$ cat src/rtl/fourbit_fa_str.sv
// fourbit_fa_str: registered 4-bit gate-level ripple-carry adder; define FOURBIT_FA_STR_OVF_EN to add the V overflow output
module fa_cell (
  input  logic a,
  input  logic b,
  input  logic ci,
  output logic s,
  output logic co
);
  logic p, g, t;
  xor (p, a, b);
  xor (s, p, ci);
  and (g, a, b);
  and (t, ci, p);
  or  (co, g, t);
endmodule

module fourbit_fa_str (
  input  logic       clk,
  input  logic       rst,
  input  logic [3:0] A,
  input  logic [3:0] B,
  input  logic       Cin,
  output logic [3:0] S,
  output logic       Cout
`ifdef FOURBIT_FA_STR_OVF_EN
  ,
  output logic       V
`endif
);
  logic [4:0] c;
  logic [3:0] s_c;
  assign c[0] = Cin;
  for (genvar i = 0; i < 4; i++) begin : g_fa
    fa_cell u_fa (.a(A[i]), .b(B[i]), .ci(c[i]), .s(s_c[i]), .co(c[i+1]));
  end
  always_ff @(posedge clk) begin
    if (rst) begin
      S    <= 4'b0000;
      Cout <= 1'b0;
`ifdef FOURBIT_FA_STR_OVF_EN
      V    <= 1'b0;
`endif
    end else begin
      S    <= s_c;
      Cout <= c[4];
`ifdef FOURBIT_FA_STR_OVF_EN
      V    <= c[3] ^ c[4];
`endif
    end
  end
endmodule

$ cat config.mk
export PLATFORM = sky130hd
export DESIGN_NAME = fourbit_fa_str
export DESIGN_NICKNAME = d
export VERILOG_FILES = /design/src/rtl/fourbit_fa_str.sv
export SDC_FILE = /design/constraint.sdc
export NUM_CORES = 1
export LEC_CHECK = 0
export CAP_MARGIN = 20
export CORE_AREA = 5 5 42 44
export CTS_BUF_LIST = sky130_fd_sc_hd__clkbuf_4
export DETAILED_ROUTE_END_ITERATION = 8
export DIE_AREA = 0 0 47 49
export GPL_ROUTABILITY_DRIVEN = 0
export GPL_TIMING_DRIVEN = 0
export HOLD_SLACK_MARGIN = 0.06
export PLACE_DENSITY_LB_ADDON = 0.05
export RECOVER_POWER = 25
export SLEW_MARGIN = 5
export SYNTH_ARGS = -nofsm -noshare
export SYNTH_HDL_FRONTEND = slang
export SYNTH_SLANG_ARGS = --single-unit
$ cat constraint.sdc
create_clock -name clk -period 6.9 [get_ports clk]
set_clock_uncertainty 0.1 [all_clocks]
set_input_delay 1.725 -clock clk [delete_from_list [all_inputs] [get_ports clk]]
set_output_delay 1.725 -clock clk [all_outputs]
set_load 0.005 [all_outputs]
== Word-level counts from Yosys, hierarchy flattened ==
Index checks and enable logic that the tools add are counted.
Operators by class
  bitwise logic cells: 20
Operators with widths (number)
  1-bit bitwise AND: 8
  1-bit bitwise XOR: 8
  1-bit OR: 4
Word-level totals
  register bits after elaboration: 5
  output and inout port bits: 5

== Longest topological paths before layout ==
  depth after elaboration: 9
  mapped depth: 8
  depth with buffers taken out: 8

== Modules after synthesis ==
From an unflattened synthesis, not the netlist that was laid out.
Unflattened totals
  cell total of the unflattened synthesis: 14
  area, all modules: 211.5 um2
Modules (own cells, without submodules)
  fourbit_fa_str: instances 1, cells each 10, area an instance 131.4 um2, sequential area each 100.1 um2
  fa_cell: instances 4, cells each 1, area an instance 20.0 um2, sequential area each 0.0 um2

== Worst setup path after synthesis ==
OpenSTA, ideal clock, no wires.
  kind: input to register
  from: in A[0]
  to: reg S[3]
  library setup time: 64 ps
  arrival time: 3242 ps
  slack: 3494 ps
  cell stages on the path: 8
  cell sequence: inv_1 > fa_1 > inv_1 > fa_1 > fa_1 > inv_1 > fa_1 > nor2_1
Between the ends
  cells in the longest elaborated chain, start to end: 8
  elaborated cells between the ends (all ways): 9
  classes of those cells: 9 x bitwise
RTL lines
  start, declared: line 20  | input logic [3:0] A,
  1-bit bitwise XOR: line 10  | xor (p, a, b);
  1-bit bitwise AND: line 13  | and (t, ci, p);
  1-bit OR (*): line 14  | or (co, g, t);
  1-bit bitwise AND (*): line 13
  1-bit OR (*): line 14
  1-bit bitwise AND (*): line 13
  1-bit OR (*): line 14
  1-bit bitwise XOR (*): line 11  | xor (s, p, ci);
  end signal, assigned: line 38  | S <= 4'b0000;
  end signal, assigned: line 44  | S <= s_c;
  end, declared: line 23  | output logic [3:0] S,
Every way passes the cells marked *; elsewhere a longest branch is shown, timed or not.
A chain may end at the register's enable or synchronous reset.

== Final worst setup path ==
Ends and elaborated chain as after synthesis.

==> results.yml <==
power:
  power_density_mw_per_mm2: 206
  p_leak_nw: 0.196
  peakVddDrop_mv: 0.0465
sta:
  fin_crit_sh: 0.549
  report.final.slew_viol_count: 0
  hold_viol_final: 0
  tightest_slew_ns: 0.166
  whs_ns: 2.02
  rsz0062_at_grt: "false"
  fin_setup_tns_ns: 0
  worst_slack_ns: 3.11
  fmax_mhz: 264
  maxSlewHeadroom: 0.889
  layout_min_cycle_time_ns: 3.79
  setup_viol: 0
critical_path:
  crit_required_ns: 6.97
  cp_slowest_cell: "dlygate4sd3_1"
  start_kind: "input port"
  cp.arrival_ns: 3.86
  critPathKind: "in -> reg"
  path_max_fanout: 1
  crit_path_cell_trace: "dlygate4sd3_1, inv_1, fa_1, inv_1, fa_1, fa_1, inv_1, fa_1, nor2_1"
  max_stage_delay_ns: 0.54
  crit_top_cell: "fa_1"
  critPathLaunch: "A[0]"
  crit_path_end_kind: "flop"
global_routing:
  grt_pass1_wl_um: 648
  grt_max_degree: 6
  grt_overflow: 0
  grt_pass1_vias: 191
  track_usage: 0.0454
  antenna_found_initial: 0
layout:
  area_growth_pct: 87.0
  num-nets-final: 56
  antennaDiodeCount: 0
  fin_area_um2: 430
  drive_gt1_frac: 0.100
  final_util: 0.307
  fillers: 162
clock_tree:
  cts_tree: "yes"
  cts_resized: 0
  cts_buffer_depth: 2
  clk_pin_slew_ns: 0.04
  root_buffer: "clkbuf_4"
  htreeDepth: 1
  cts.sinks: 5
  hold_buffers: 0
  numCtsBuffers: 3
  post_cts_buffers: 0
floorplan:
  die_w_um: 47
  rows: 14
  ioPinCount: 16
  core_mm2: 0.00140
  die_area_mm2: 0.00230
  die_y_um: 49
  start_util: 0.164
yosys:
  synth_nets: 36
  synth_warnings: 0
  syn_area_um2: 230
  synth_top_cell_by_area: "dfxtp_1"
  synth.distinct_cells: 5
  synth_area_leaders: "dfxtp_1 43%, fa_1 35%, inv_1 11%, nor2b_1 5.4%, nor2_1 4.9%"
  syn_area_per_cell_um2: 11.0
  synth_seq_area_share: 0.435
  ys_ff_latch: 5
  synth_top_area_share: 0.435
  postSynthCellCount: 21
hold_path:
  worstHoldStart: "rst"
  hold_class: "in -> reg"
job:
  maxCapViolCount: 0
routing:
  initialDrtViolationCount: 1
  drt-vias-per-instance: 3.25
  wl_per_cell_um: 7.27
  num_vias: 182
  drt_wl_total_um: 407
  drc: 0
  first_pass_iters: 2
  drtAntennaViolNets: 0
place:
  placed_area_um2: 400
  hpwlAfterDp_um: 384
  place_ws_ns: 2.99
  portBuffers: 15
run_status:
  status: "complete, no violations"
==> cells by family (layout without fill, tap and decap cells) <==
logic type               count (synthesis)  in the layout  share of synthesized area
AND/OR/NAND/NOR                          5              5                      0.103
buffers and inverters                    7             26                      0.114
adder cells (fa/ha/maj)                  4              4                      0.348
flip-flops                               5              5                      0.435
==> routing by layer <==
| metal | track usage | part of all wire | vias up |
|---|---|---|---|
| li1 | - | - | 93 |
| met1 | 0.0448 | 0.33 | 75 |
| met2 | 0.0520 | 0.50 | 12 |
| met3 | 0 | 0.12 | 2 |
| met4 | 0.0968 | 0.047 | 0 |
| met5 | 0 | 0 | - |
==> cell usage after synthesis <==
cell type  n
nor2_1     3
dfxtp_1    5
fa_1       4
inv_1      7
nor2b_1    2
==> per-stage QoR <==
step,instances,power [mW]
2_1_floorplan,21,0.0399
3_3_place_gp,52,0.0535
3_5_place_dp,52,0.0539
4_1_cts,56,0.0918
5_1_grt,56,0.0945
6_report,56,0.0886
==> cells in the final DEF (no fill, tap or decap) <==
cell type and instances:
clkbuf_4 4, clkdlybuf4s50_1 13, dfxtp_1 5, dlygate4sd3_1 2, fa_1 4, inv_1 7
nor2_1 3, nor2b_1 2
==> flip-flops by register name, indices dropped and copies added, names as in the netlist <==
name,count
S,4
Cout,1
==> final cells by class <==
type / count / area [um2] / share of cell area
repair buffers: 15 / 150 / 0.349
multi-input cells: 9 / 104 / 0.241
clock buffers: 4 / 30.0 / 0.0698
flip-flops and latches: 5 / 100 / 0.233
well taps: 16 / 20.0 / 0.0465
inverters: 7 / 26.3 / 0.0610
==> worst paths after layout <==
path	end	slack, ns	cells past startpoint
setup / recovery	S[3]	3.11	9
hold / removal	Cout	2.02	2
==> critical path, delay by kind of cell <==
kind,cells,cell delay [ns]
fa+ha+maj,4,1.32
buf+inv,4,0.74
simple gates,1,0.09
==> power breakdown <==
part | internal (mW) | switching, mW
combinational | 0.0132 | 0.00625
sequential | 0.0323 | 0.000670
clock | 0.0257 | 0.0105
total | 0.0712 | 0.0174
(Power assumes the default switching activity.)
